### config.mk
export PLATFORM = sky130hd
export DESIGN_NAME = fx_div
export DESIGN_NICKNAME = d
export VERILOG_FILES = /design/src/rtl/fx_div.sv
export SDC_FILE = /design/constraint.sdc
export NUM_CORES = 1
export LEC_CHECK = 0
export ABC_AREA = 1
export ABC_CLOCK_PERIOD_IN_PS = 6600
export BUFFER_PORTS_ARGS = -buffer_cell sky130_fd_sc_hd__buf_4
export CAP_MARGIN = 10
export CORE_MARGIN = 2
export CORE_UTILIZATION = 40
export CTS_CLUSTER_DIAMETER = 120
export DETAILED_ROUTE_END_ITERATION = 12
export PLACE_DENSITY = 0.56
export SLEW_MARGIN = 0
export SYNTH_ARGS = -nofsm -noshare
export SYNTH_HDL_FRONTEND = slang
export SYNTH_SLANG_ARGS = --single-unit
export TNS_END_PERCENT = 10
### constraint.sdc
create_clock -name clk_in -period 6.6 [get_ports clk_in]
set_input_delay 0.33 -clock clk_in [delete_from_list [all_inputs] [get_ports clk_in]]
set_output_delay 0.33 -clock clk_in [all_outputs]
set_load 0.05 [all_outputs]
### src/rtl/fx_div.sv
// Sequential sign-magnitude fixed-point divider (restoring, one quotient bit per clock).
// Quotient saturates on overflow or divide-by-zero; results hold until the next accepted start.
module fx_div #(
  parameter int Q = 15,
  parameter int N = 32
) (
  input  logic         clk_in,
  input  logic         rst_n_in,
  input  logic         start_in,
  input  logic [N-1:0] dividend_in,
  input  logic [N-1:0] divisor_in,
  output logic         busy_out,
  output logic         done_out,
  output logic [N-1:0] quotient_out,
  output logic         overflow_out,
  output logic         div_by_zero_out
);
  localparam int FW = N - 1 + Q;
  localparam int CW = $clog2(FW + 1);

  typedef enum logic [1:0] {IDLE, CALC, DONE} state_t;

  state_t        state, state_nxt;
  logic [FW-1:0] num, quo;
  logic [N-1:0]  rem;
  logic [N-2:0]  dvs;
  logic          sgn;
  logic [CW-1:0] cnt;

  logic          dvs_zero_in;
  logic [N-1:0]  rem_sh, rem_nxt;
  logic          take;
  logic [FW-1:0] quo_sh;
  logic          ovf_c;
  logic [N-2:0]  mag_c;

  assign dvs_zero_in = (divisor_in[N-2:0] == '0);

  // One restoring step; the trial compare never loses bits since rem < dvs before the shift.
  assign rem_sh  = {rem[N-2:0], num[FW-1]};
  assign take    = (rem_sh >= {1'b0, dvs});
  assign rem_nxt = take ? (rem_sh - {1'b0, dvs}) : rem_sh;
  assign quo_sh  = {quo[FW-2:0], take};
  assign ovf_c   = |quo_sh[FW-1:N-1];
  assign mag_c   = ovf_c ? '1 : quo_sh[N-2:0];

  assign busy_out = (state == CALC);
  assign done_out = (state == DONE);

  always_ff @(posedge clk_in or negedge rst_n_in) begin
    if (!rst_n_in) state <= IDLE;
    else           state <= state_nxt;
  end

  always_comb begin
    state_nxt = state;
    case (state)
      IDLE: if (start_in) state_nxt = dvs_zero_in ? DONE : CALC;
      CALC: if (cnt == CW'(1)) state_nxt = DONE;
      DONE: state_nxt = IDLE;
      default: state_nxt = IDLE;
    endcase
  end

  always_ff @(posedge clk_in or negedge rst_n_in) begin
    if (!rst_n_in) begin
      num             <= '0;
      quo             <= '0;
      rem             <= '0;
      dvs             <= '0;
      sgn             <= 1'b0;
      cnt             <= '0;
      quotient_out    <= '0;
      overflow_out    <= 1'b0;
      div_by_zero_out <= 1'b0;
    end else begin
      case (state)
        IDLE: if (start_in) begin
          if (dvs_zero_in) begin
            // Saturated magnitude is never zero, so the XOR sign always stands.
            quotient_out    <= {dividend_in[N-1] ^ divisor_in[N-1], {(N-1){1'b1}}};
            overflow_out    <= 1'b0;
            div_by_zero_out <= 1'b1;
          end else begin
            num <= {dividend_in[N-2:0], {Q{1'b0}}};
            quo <= '0;
            rem <= '0;
            dvs <= divisor_in[N-2:0];
            sgn <= dividend_in[N-1] ^ divisor_in[N-1];
            cnt <= CW'(FW);
          end
        end
        CALC: begin
          num <= {num[FW-2:0], 1'b0};
          rem <= rem_nxt;
          quo <= quo_sh;
          cnt <= cnt - CW'(1);
          if (cnt == CW'(1)) begin
            quotient_out    <= {sgn & (|mag_c), mag_c};
            overflow_out    <= ovf_c;
            div_by_zero_out <= 1'b0;
          end
        end
        default: ;
      endcase
    end
  end
endmodule

# Word level (Yosys, flattened, before mapping)
# Index checks and enable logic that the tools add are counted.
# totals
reg_bits	196
input_bits	67
out_inout_bits	36
elab_cells	62
# op_classes
n_addsub	2
magnitude_cmp	1
eq_ne	7
muxes	30
bitwise	3
n_reduce_logical	9
# ops
op	count
31-bit two-way mux	4
32-bit two-way mux	3
46-bit two-way mux	2
46-bit case mux with 2 select lines	1
45-bit two-way mux	2
45-bit case mux with 2 select lines	1
32-bit case mux with 2 select lines	1
31-bit case mux with 2 select lines	1
32-bit by 31-bit greater-or-equal comparator with 1-bit output	1
31-bit logical NOT	1
31-bit OR reduction	1
31-bit subtractor	1
15-bit OR reduction	1
6-bit two-way mux	2
6-bit case mux with 2 select lines	1
6-bit by 1-bit == test with 1-bit output (second input constant)	1
1-bit two-way mux	6
2-bit two-way mux	3
2-bit != test (second input constant)	3
3-bit AND reduction	2
6-bit by 1-bit subtractor with 6-bit output (second input constant)	1
1-bit case mux with 2 select lines	2
2-bit case mux with 2 select lines	1
4-bit AND reduction	1
other kinds (9)	9

# Longest topological paths before layout
# Gate-level depths: netlist of the first run.
# depth
word_depth	6
ltp_mapped	15
depth_no_buf	15

# Least setup slack after synthesis of the first run
# No wires, ideal clock.
# synth_path
path_type	reg-to-reg
start	register num[45]
end	register rem[17]
setup_ns	0.119
arrival_time_ns	1.998
required_time_ns	6.481
setup_slack_ns	4.483
stages_incl_launch_ff	16
path_buffers	2
period_less_slack_ns	2.117
cell_sequence	dfrtp_1 -> inv_1 -> ha_1 -> fa_1 -> nor2_1 -> o21ai_1 -> nand2_1 -> nand2_1 -> nand3_2 -> nand2_4 -> nand2_2 -> buf_6 -> buf_8 -> nand3_2 -> nand3_1 -> nand2_1
# synth_via
elab_chain_cells	3
word_cells_on_any_way	4
cone_classes	add/sub (1); order compare (1); mux (2)
# synth_lines
item	line_no	text
start, declared	24	logic [FW-1:0] num, quo;
start signal, assigned	85	num <= {dividend_in[N-2:0], {Q{1'b0}}};
start signal, assigned	94	num <= {num[FW-2:0], 1'b0};
31-bit subtractor / 32-bit by 31-bit greater-or-equal comparator with 1-bit output (equally long branches)	42, 41	
31-bit two-way mux *	42	assign rem_nxt = take ? (rem_sh - {1'b0, dvs}) : rem_sh;
31-bit case mux with 2 select lines *	77	case (state)
end signal, assigned	95	rem <= rem_nxt;
end, declared	25	logic [N-1:0] rem;
# Mark *: on every way between the ends. The rest lies on a longest branch, timed or not.
# A chain may end at the register's enable or synchronous reset.

# Final worst setup path of the first run
# layout_path
start	register state[1]
end	register quotient_out[3]
# layout_via
elab_chain_cells	3
word_cells_on_any_way	8
cone_classes	eq/ne (4); mux (1); reduce/logical (3)
# layout_lines
item	line_no	text
start, declared	23	state_t state, state_nxt;
start signal, assigned	52	else state <= state_nxt;
2-bit by 1-bit == test with 1-bit output / 2-bit logical NOT (equally long branches)	77	
2-bit by 1-bit != test with 1-bit output (no line), or another cell as far along	n/a	
4-bit AND reduction (no line)	n/a	
end signal, assigned	81	quotient_out <= {dividend_in[N-1] ^ divisor_in[N-1], {(N-1){1'b1}}};
end signal, assigned	99	quotient_out <= {sgn & (|mag_c), mag_c};
end, declared	14	output logic [N-1:0] quotient_out,
# Parallel ways exist; a longest one is shown, timed or not.

==> results by stage, run 1 <==
Run status:
- The flow ran to the end, and the final reports show no timing, DRC or antenna violations.

Die:
- The number of cell rows is 57.
- For this configuration, the core starts out at a cell density of 40.8%.
- The die height is 162 um.
- The floorplan core area is 24400 um2.
- The count of boundary I/O pins is 103.
- The die area is 26200 um2.
- The die outline width is 162 um.

Logic synthesis:
- Synthesis produced a netlist with a net count of 1387.
- The dominant register cell in the synthesized netlist is sky130_fd_sc_hd__dfrtp_1.
- The async set-reset flop share out of synthesis is 100%.
- The number of flops mapped to enable cells by yosys is 0.
- The netlist uses 44 different library cells.
- The mean instance size in the synthesized netlist is 7.75 um2.
- The cell count after synthesis is 1286.
- The netlist area before placement is 9960 um2.
- The register area share after synthesis is 45.5%.
- In this run, synthesis produced a sequential element count of 181.
- The count of synthesis-stage warnings from yosys is 0.

Final layout:
- The utilization after layout is 47.4%.
- In the final layout, flip-flops and latches occupy 4530 um2.
- The final layout contains 1464 nets.
- The number of filler instances in the final layout is 2471.
- The area occupied by multi-input gates is 4620 um2.
- The repair_antennas step left the layout with diodes totalling 0.
- The design area is 11600 um2.
- The synthesis-to-layout area growth is 16.2%.
- The post-route netlist has 12.4% of its cells at a drive strength greater than 1.

GRT:
- The number of global-route vias before repair is 8503.
- The initial antenna violation count is 0.
- Entering global routing, the biggest net connects 116 pins.
- Global routing used 19.9% of the available tracks.
- The first global-routing pass estimated 42300 um of wire.
- Summed over all layers, the global routing overflow is 0.

STA:
- The max-slew violation count is 0.
- The minimum period implied by the final worst setup slack is 3.56 ns.
- Setup repair after global routing left no endpoint under its margin.
- The worst path uses 53.9% of the clock period.
- The headroom to the max-slew limit is 23.2%.
- Setup violations remaining at the end of the flow were counted as 0.
- The final setup skew is 0.0193 ns.
- After routing, the total negative slack on setup checks comes to 0 ns.
- Based on the critical path, the design can be clocked at up to 281 MHz.
- The actual transition at the worst max-transition pin is 1.15 ns.
- The number of endpoints with negative hold slack in the final report came to 0.
- The worst path meets setup with 3.04 ns of slack.

CTS:
- The hold buffer count at cts is 0.
- The total setup buffers inserted after CTS is 0.
- The clock tree from TritonCTS is built.
- After clock tree synthesis, the clock-pin slew on the worst setup and hold paths is 0.07 ns.
- Buffers inserted during clock tree synthesis total 17.
- Clock latency on the worst-skew pair, taken at its later pin, is 0.45 ns.
- The tree is rooted in a sky130_fd_sc_hd__clkbuf_16.
- The maximum buffer depth of the clock tree is 2.
- The tree built by TritonCTS fans out to 181 sinks.
- In this run, post-CTS repair resized a total of 0 instances.
- In this run the number of H-tree levels came out at 4.

Power:
- The leakage component of the power is 5.78 nW.
- The total power after layout is 6.28 mW.
- The worst-case IR drop observed on VDD is 0.218 mV.
- In this run the power density over the cells is 543 nW/um2.

Place:
- In this run the tool buffered the top-level ports with 102 buffer cells.
- The detailed placer's ending HPWL is 17200 um.
- The area after detailed placement is 10900 um2.
- The routability congestion estimate is 0.929.
- The setup slack at placement is 3.03 ns.

Worst setup path:
- The worst register-to-register path ends at quotient_out[3]$_DFFE_PN0P_.
- The last element of the critical path is quotient_out[3]$_DFFE_PN0P_.
- Along the worst path, the maximum fanout reaches 64.
- The setup check on the worst reg-to-reg path leaves a slack of 3.04 ns.
- The worst-case reg-to-reg path depth is 5.
- The endpoint arrival time on the critical path is 3.87 ns.
- The worst setup path is of the reg -> reg kind.
- In this run the critical register-to-register path is launched from state[1]$_DFFE_PN0P_.
- The type of origin of the critical path is a flop.
- At the worst endpoint, the required time is 6.92 ns.
- The critical path starts at state[1]$_DFFE_PN0P_.
- The type of element capturing the critical path is a flop.

Job:
- Across the run, the number of max-cap violations was 0.

Routing:
- In the routed design, unresolved DRC markers number 0.
- The via density per instance is 4.97.
- In this run, the number of DRC markers left after iteration 0 of detailed routing was 448.
- For this block, the routed nets add up to 24900 um of wire.
- In the final routed layout, each cell accounts on average for 14.6 um.
- The number of vias in the routed layout is 8454.
- The detailed-router iteration count before antenna repair is 5.
- In this run the remaining antenna-violating nets after routing total 0.

Worst hold path:
- In this run the worst hold path is classified as in -> async.
-- placed cells by master (no fill, tap or decap), types with 2 or more instances in the layout --
master                        n
sky130_fd_sc_hd__inv_2        4
sky130_fd_sc_hd__xnor2_1     13
sky130_fd_sc_hd__nor2_4       2
sky130_fd_sc_hd__a21oi_2      2
sky130_fd_sc_hd__ha_1        33
sky130_fd_sc_hd__o22a_1      22
sky130_fd_sc_hd__nand4_1     16
sky130_fd_sc_hd__o21ai_0     70
sky130_fd_sc_hd__nand2_1    362
sky130_fd_sc_hd__or2_1        5
sky130_fd_sc_hd__nand2_4      2
sky130_fd_sc_hd__inv_8        2
sky130_fd_sc_hd__inv_1      150
sky130_fd_sc_hd__nor2_1     160
sky130_fd_sc_hd__buf_4      105
sky130_fd_sc_hd__o21bai_1     6
sky130_fd_sc_hd__o31ai_1     31
sky130_fd_sc_hd__o21ai_1     15
sky130_fd_sc_hd__a21o_1       2
sky130_fd_sc_hd__nand3_1     54
sky130_fd_sc_hd__nor3_1       4
sky130_fd_sc_hd__dfrtp_1    181
sky130_fd_sc_hd__o211ai_2     5
sky130_fd_sc_hd__clkinv_4     2
sky130_fd_sc_hd__a22o_1      22
sky130_fd_sc_hd__clkinv_8     6
sky130_fd_sc_hd__a21oi_1     45
sky130_fd_sc_hd__or2_2        4
sky130_fd_sc_hd__inv_12       4
sky130_fd_sc_hd__clkbuf_16   17
sky130_fd_sc_hd__and3_1       2
sky130_fd_sc_hd__xor2_1       4
sky130_fd_sc_hd__nand3_2      6
sky130_fd_sc_hd__nand2_2      5
-- synthesized netlist by cell type, types with 2 or more instances --
| cell | instances | area share (%) |
|---|---|---|
| sky130_fd_sc_hd__inv_1 | 150 | 5.7 |
| sky130_fd_sc_hd__buf_6 | 3 | 0.34 |
| sky130_fd_sc_hd__buf_1 | 3 | 0.11 |
| sky130_fd_sc_hd__a21oi_1 | 45 | 2.3 |
| sky130_fd_sc_hd__o21ai_1 | 15 | 0.75 |
| sky130_fd_sc_hd__nand3_1 | 54 | 2.7 |
| sky130_fd_sc_hd__a21oi_2 | 2 | 0.18 |
| sky130_fd_sc_hd__o22a_1 | 22 | 1.9 |
| sky130_fd_sc_hd__and3_1 | 2 | 0.13 |
| sky130_fd_sc_hd__nand2_2 | 6 | 0.38 |
| sky130_fd_sc_hd__buf_2 | 17 | 0.85 |
| sky130_fd_sc_hd__nand3_2 | 6 | 0.60 |
| sky130_fd_sc_hd__ha_1 | 33 | 4.1 |
| sky130_fd_sc_hd__nand2_1 | 362 | 14 |
| sky130_fd_sc_hd__o31ai_1 | 31 | 2.3 |
| sky130_fd_sc_hd__a21o_1 | 2 | 0.15 |
| sky130_fd_sc_hd__nor3_1 | 4 | 0.20 |
| sky130_fd_sc_hd__dfrtp_1 | 181 | 45 |
| sky130_fd_sc_hd__inv_2 | 4 | 0.15 |
| sky130_fd_sc_hd__xnor2_1 | 13 | 1.1 |
| sky130_fd_sc_hd__buf_8 | 2 | 0.30 |
| sky130_fd_sc_hd__nand4_1 | 16 | 1.0 |
| sky130_fd_sc_hd__clkbuf_1 | 23 | 0.87 |
| sky130_fd_sc_hd__a22o_1 | 22 | 1.9 |
| sky130_fd_sc_hd__o21bai_1 | 6 | 0.45 |
| sky130_fd_sc_hd__xor2_1 | 4 | 0.35 |
| sky130_fd_sc_hd__o211ai_2 | 5 | 0.63 |
| sky130_fd_sc_hd__or2_2 | 4 | 0.25 |
| sky130_fd_sc_hd__nor2_1 | 161 | 6.1 |
| sky130_fd_sc_hd__o21ai_0 | 70 | 3.5 |
| sky130_fd_sc_hd__or2_1 | 5 | 0.31 |
-- worst max-delay path, stage by stage (launching register included) --
cell	delay, ns
sky130_fd_sc_hd__dfrtp_1	0.45
sky130_fd_sc_hd__nor2_4	0.50
sky130_fd_sc_hd__inv_2	0.58
sky130_fd_sc_hd__nor2_1	0.74
sky130_fd_sc_hd__nand2_1	0.70
sky130_fd_sc_hd__o22a_1	0.43
-- cell type report --
class	count	area share, %
Clock inverter	15	1.83
Tap cell	324	3.50
Timing Repair Buffer	106	6.93
Inverter	154	5.00
Multi-Input combinational cell	903	39.9
Clock buffer	17	3.68
Sequential cell	181	39.1
-- report_power, final --
part / leakage (nW) / switching (mW) / internal, mW
Combinational: 3.29 / 2.31 / 1.21
Sequential: 2.18 / 0.224 / 1.47
Clock: 0.305 / 0.544 / 0.529
-- metal layers --
| metal | GRT usage, % | vias to the layer above | part of all wire, % |
|---|---|---|---|
| li1 | - | 4297 | - |
| met1 | 26.1 | 4028 | 47 |
| met2 | 34.3 | 104 | 48 |
| met3 | 3.09 | 25 | 2.5 |
| met4 | 5.51 | 0 | 1.7 |
| met5 | 0 | - | 0 |
-- registers in the layout, indices dropped and copies added (netlist names), 2 cells and up --
register      cells
rem              31
num              31
state             2
cnt               6
quo              45
quotient_out     32
dvs              31
-- how the worst min path moves through the flow --
stage	from	endpoint	slack, ns	cells after the start
2_1_floorplan	rst_n_in	cnt[0]$_DFFE_PN0P_	0.03	0
3_3_place_gp	quo[39]$_DFFE_PN0P_	quo[39]$_DFFE_PN0P_	0.45	2
3_5_place_dp	quo[39]$_DFFE_PN0P_	quo[39]$_DFFE_PN0P_	0.46	2
4_1_cts	rst_n_in	dvs[17]$_DFFE_PN0P_	0.08	1
5_1_grt	dividend_in[0]	num[15]$_DFFE_PN0P_	0.11	2
6_report	rst_n_in	dvs[10]$_DFFE_PN0P_	0.04	1
-- per-stage QoR --
| stage | hold slack (ns) | std cells |
|---|---|---|
| 6_report | 0.0353 | 1700 |
| 5_1_grt | 0.114 | 1700 |
| 4_1_cts | 0.0847 | 1700 |
| 3_5_place_dp | 0.458 | 1668 |
| 3_3_place_gp | 0.453 | 1668 |
| 2_1_floorplan | 0.0344 | 1286 |
-- cell families after synthesis --
family                     after synthesis  synth area share [%]
buffers and inverters                  202                  8.28
and+or+nand+nor                        629                  26.0
DFF                                    181                  45.5
adders and majority gates               34                  4.35
AOI/OAI and AO/OA                      223                  14.4
xor gates and xnor gates                17                  1.49
(Power assumes the default switching activity.)
==> run 2, diff against run 1 <==
- ABC_AREA: 1 -> 0
- ABC_CLOCK_PERIOD_IN_PS: 6600 -> 3110
- PLACE_DENSITY: 0.56 -> 0.58
- clock period: 6.6 -> 3.11 ns (I/O delays scaled with it)
==> results by stage, run 2 <==
Die:
- The starting density of the core came to 40.5% (-0.32 points).
- The floorplan core area is 22600 um2 (-7.5%).
- The die outline width is 155 um (-4.1%).
- The die area is 24100 um2 (-8.0%).
- The count of boundary I/O pins is 103 (unchanged).
- The number of cell rows is 55 (-3.5%).
- The die height came to 155 um (-4.1%).

Logic synthesis:
- After synthesis, the largest family of logic cells by area is compound AO/OA/AOI/OAI gates.
- The commonest cells after synthesis are sky130_fd_sc_hd__dfrtp_1, sky130_fd_sc_hd__nand2_1, sky130_fd_sc_hd__nor2_1.
- The post-synthesis sequential element count is 181 (unchanged).
- The async set-reset flop share out of synthesis is 100% (unchanged).
- The XOR/XNOR share of the synthesized area is 2.68% (+1.2 points).
- The synthesized-area fraction occupied by ao, oa, aoi and oai cells is 19.3% (+4.9 points).
- The multiplexer share of the synthesized area is 5.80% (+5.8 points).
- The number of flops mapped to enable cells by yosys is 0 (unchanged).
- Yosys instantiated no cell more often than sky130_fd_sc_hd__dfrtp_1.
- The count of synthesis-stage warnings from yosys is 0 (unchanged).
- The net count after synthesis is 1016 (-27%).
- The post-synthesis share of cell area spent on full adders, half adders and majority gates was 4.73% (+0.39 points).
- The cell count after synthesis is 915 (-29%).
- The distinct cell type count after synthesis is 59 (+34%).
- The biggest area contributor in the post-synthesis netlist is sky130_fd_sc_hd__dfrtp_1.
- The post-synthesis simple-gate area fraction is 13.9% (-12 points).
- The mean instance size in the synthesized netlist is 9.99 um2 (+29%).
- The register area share after synthesis is 49.5% (+4.1 points).
- Ranked by total cell area, the synthesized netlist is headed by sky130_fd_sc_hd__dfrtp_1, sky130_fd_sc_hd__nand2_1, sky130_fd_sc_hd__ha_1, sky130_fd_sc_hd__a22o_1, sky130_fd_sc_hd__mux2_2.
- The share of Yosys cell area claimed by the top area cell type was 49.5% (+4.1 points).
- The netlist area before placement is 9150 um2 (-8.2%).
- The most used flip-flop cell after synthesis is sky130_fd_sc_hd__dfrtp_1.

Final layout:
- The number of filler instances in the final layout was 2050 (-17%).
- The sequential cell area was 4530 um2 (unchanged).
- The area occupied by multi-input gates is 4380 um2 (-5.1%).
- The register bank with the most flops is quo.
- Leaving out fill and tap cells, the most frequent cell in the layout is sky130_fd_sc_hd__dfrtp_1.
- The synthesis-to-layout area growth is 29.8%.
- The utilization after layout is 52.6% (+5.1 points).
- The number of antenna diodes is 0 (unchanged).
- The flip-flop count of the largest register, all copies and words added is 45 (unchanged).
- The fraction of final layout cells sized beyond drive strength 1 is 22.0% (+9.6 points).
- The count of nets after finishing is 1187 (-19%).
- The library cells used most frequently in the layout, excluding fill and tap cells, are sky130_fd_sc_hd__dfrtp_1, sky130_fd_sc_hd__buf_4, sky130_fd_sc_hd__nand2_1, sky130_fd_sc_hd__nor2_1, sky130_fd_sc_hd__dlygate4sd3_1.
- The largest registers in the layout are quo (45), quotient_out (32).

Worst setup path:
- The launching point of the worst reg2reg path is rem[24]$_DFFE_PN0P_.
- In this run the worst setup path begins at rem[24]$_DFFE_PN0P_.
- The highest cell delay on the worst timing path is 0.54 ns (-0.20 ns).
- The worst-case reg-to-reg path depth came to 11 (+6).
- By startpoint and endpoint, the worst setup path is classified as reg -> reg.
- The most critical setup path has its endpoint at quotient_out[31]$_DFFE_PN0P_.
- The signal on the critical path passes through ha_1, a21oi_1, o21ai_1, a211o_1, or3b_2, o21ai_4, nor2_4, buf_12, or4_4, a21oi_2, o22ai_1.
- The maximum fanout count along the critical path is 11 (-83%).
- The count of buffering cells on the critical path with inverters included is 1 (unchanged).
- The worst endpoint required time was 3.43 ns (-3.49 ns).
- The type of element capturing the critical path is a flop.
- The cell depth of the worst setup path came to 11 (+6).
- The end of the worst register-to-register path is quotient_out[31]$_DFFE_PN0P_.
- The kind of cell with the highest combined delay along the critical path is simple AND/OR/NAND/NOR gates.
- The slack of the worst reg-to-reg path came to 0.09 ns (-2.95 ns).
- The cell with the largest stage delay on the worst path is sky130_fd_sc_hd__or4_4.
- The worst setup path is launched from a flop.
- The endpoint arrival time on the critical path is 3.34 ns (-0.53 ns).

GRT:
- The pin count of the biggest net entering global routing is 79 (-32%).
- The global-route wire length before repair is 38000 um (-10%).
- The total grt overflow was 0 (unchanged).
- The initial antenna violation count is 0 (unchanged).
- The number of global-route vias before repair is 7409 (-13%).
- The overall track demand over capacity in global routing is 19.5% (-0.40 points).

Routing:
- The DRC violation count after routing was 0 (unchanged).
- The top metal layer carrying routed signals is met4.
- The met2 routed wirelength is 10800 um (-9.9%).
- The first-iteration detailed-routing DRC count is 445 (-0.67%).
- The per-cell routed wire length was 16.3 um (+11%).
- The antenna violation net count after detailed routing is 0 (unchanged).
- The post-detailed-routing wire length is 22500 um (-9.6%).
- The via density per instance was 5.40 (+8.5%).
- The number of vias in the routed layout was 7470 (-12%).
- The met3 wirelength from detailed routing came to 607 um (-2.6%).
- The detailed-router iteration count before antenna repair is 6 (+1).
- The routed metal-1 wire length is 10800 um (-9.1%).

CTS:
- The root buffer cell chosen for the clock tree is sky130_fd_sc_hd__clkbuf_16.
- The clock insertion delay at the later pin of the skew report is 0.44 ns (about the same).
- The number of sinks handled by clock tree synthesis is 181 (unchanged).
- The clock slew seen by the registers of the worst setup and hold paths is 0.08 ns (about the same).
- The number of clock buffers inserted by TritonCTS was 17 (unchanged).
- The maximum buffer depth of the clock tree is 2 (unchanged).
- The number of levels in the clock H-tree came to 4 (unchanged).
- TritonCTS built the clock tree.

Job:
- The max-capacitance violation count was 0 (unchanged).

Power:
- The total power after layout is 11.3 mW (+79%).
- The worst-case vdd ir drop is 0.442 mV (+100%).
- The leakage component of the power came to 5.57 nW (-3.6%).
- The power per cell area is 949 nW/um2 (+75%).

Place:
- The routability congestion estimate was 0.858 (-7.6%).
- The detailed placer's ending HPWL is 15200 um (-12%).
- The port buffer count is 102 (unchanged).

STA:
- The ratio of final minimum period to clock period is 97.1% (+43 points).
- The setup violation total in the final timing report is 0 (unchanged).
- The number of endpoints with negative hold slack in the final report was 0 (unchanged).
- The actual transition at the worst max-transition pin is 0.741 ns (-0.411 ns).
- Setup repair after global routing could not meet its margin everywhere.
- The max-slew violation count is 0 (unchanged).
- The fmax is 331 MHz (+18%).
- The minimum period implied by the final worst setup slack came to 3.02 ns (-0.535 ns).
- The final setup skew is 0.0142 ns (-0.00509 ns).
- The headroom to the max-slew limit is 50.6% (+27 points).

Run status:
- The run finished with clean final reports.

Worst hold path:
- The startpoint of the tightest hold check path is dividend_in[30].
- The path category of the worst min-delay check is in -> reg.
==> run 2: layout make-up <==
cell class	count	area share [%]
Clock buffer	17	3.58
Timing Repair Buffer	204	15.2
Sequential cell	181	38.2
Clock inverter	15	1.72
Tap cell	285	3.00
Inverter	45	1.42
Multi-Input combinational cell	637	36.9
==> run 2: per-stage QoR <==
step	TNS (ns)	area [um2]	hold WS [ns]	setup WS (ns)	instances
3_3_place_gp	0	10400	0.250	0.0572	1282
6_report	0	11900	0.0613	0.0901	1384
3_5_place_dp	-0.0157	10400	0.250	-0.0157	1282
4_1_cts	0	11700	0.0477	0.000734	1378
2_1_floorplan	0	9150	-0.140	0.154	915
5_1_grt	-0.0937	11900	0.0849	-0.0440	1384
==> run 2: repair_timing <==
item                       CTS  global route
resized for setup            2            23
hold buffers                62             0
pin swaps                    5            11
hold endpoints to repair   136             0
buffers inserted             2             6
gates cloned                 0             0
setup endpoints to repair    4            23
==> run 2: cell families (layout without fill, tap and decap cells) <==
| kind of cell | count (synthesis) | after routing |
|---|---|---|
| muxes | 49 | 49 |
| xor gates and xnor gates | 28 | 28 |
| adders and majority gates | 34 | 34 |
| buffers and inverters | 97 | 281 |
| and+or+nand+nor | 276 | 276 |
| DFF | 181 | 181 |
| AOI/OAI and AO/OA | 250 | 250 |
==> run 2: report_power, final <==
group,total [mW],internal [mW],switching (mW)
registers,3.54,3.10,0.435
logic,5.47,2.17,3.30
clock network,2.26,1.17,1.08
==> run 2: worst min-delay path by stage <==
stage	endpoint	slack, ns	cells past startpoint
6_report	num[45]$_DFFE_PN0P_	0.06	3
4_1_cts	num[45]$_DFFE_PN0P_	0.05	3
5_1_grt	num[45]$_DFFE_PN0P_	0.08	3
3_3_place_gp	quo[17]$_DFFE_PN0P_	0.25	1
3_5_place_dp	quo[17]$_DFFE_PN0P_	0.25	1
2_1_floorplan	cnt[0]$_DFFE_PN0P_	-0.14	0
==> run 2: tightest hold or removal path, stage by stage <==
cell and delay [ns]:
sky130_fd_sc_hd__buf_4 0.11, sky130_fd_sc_hd__nand2_1 0.09, sky130_fd_sc_hd__a31oi_1 0.09
==> run 2: layer usage <==
layer  global-route usage (%)  vias up
met5                        0        -
met4                     5.59        0
met3                     2.65       21
met2                     32.0      139
met1                     27.2     3665
li1                         -     3645
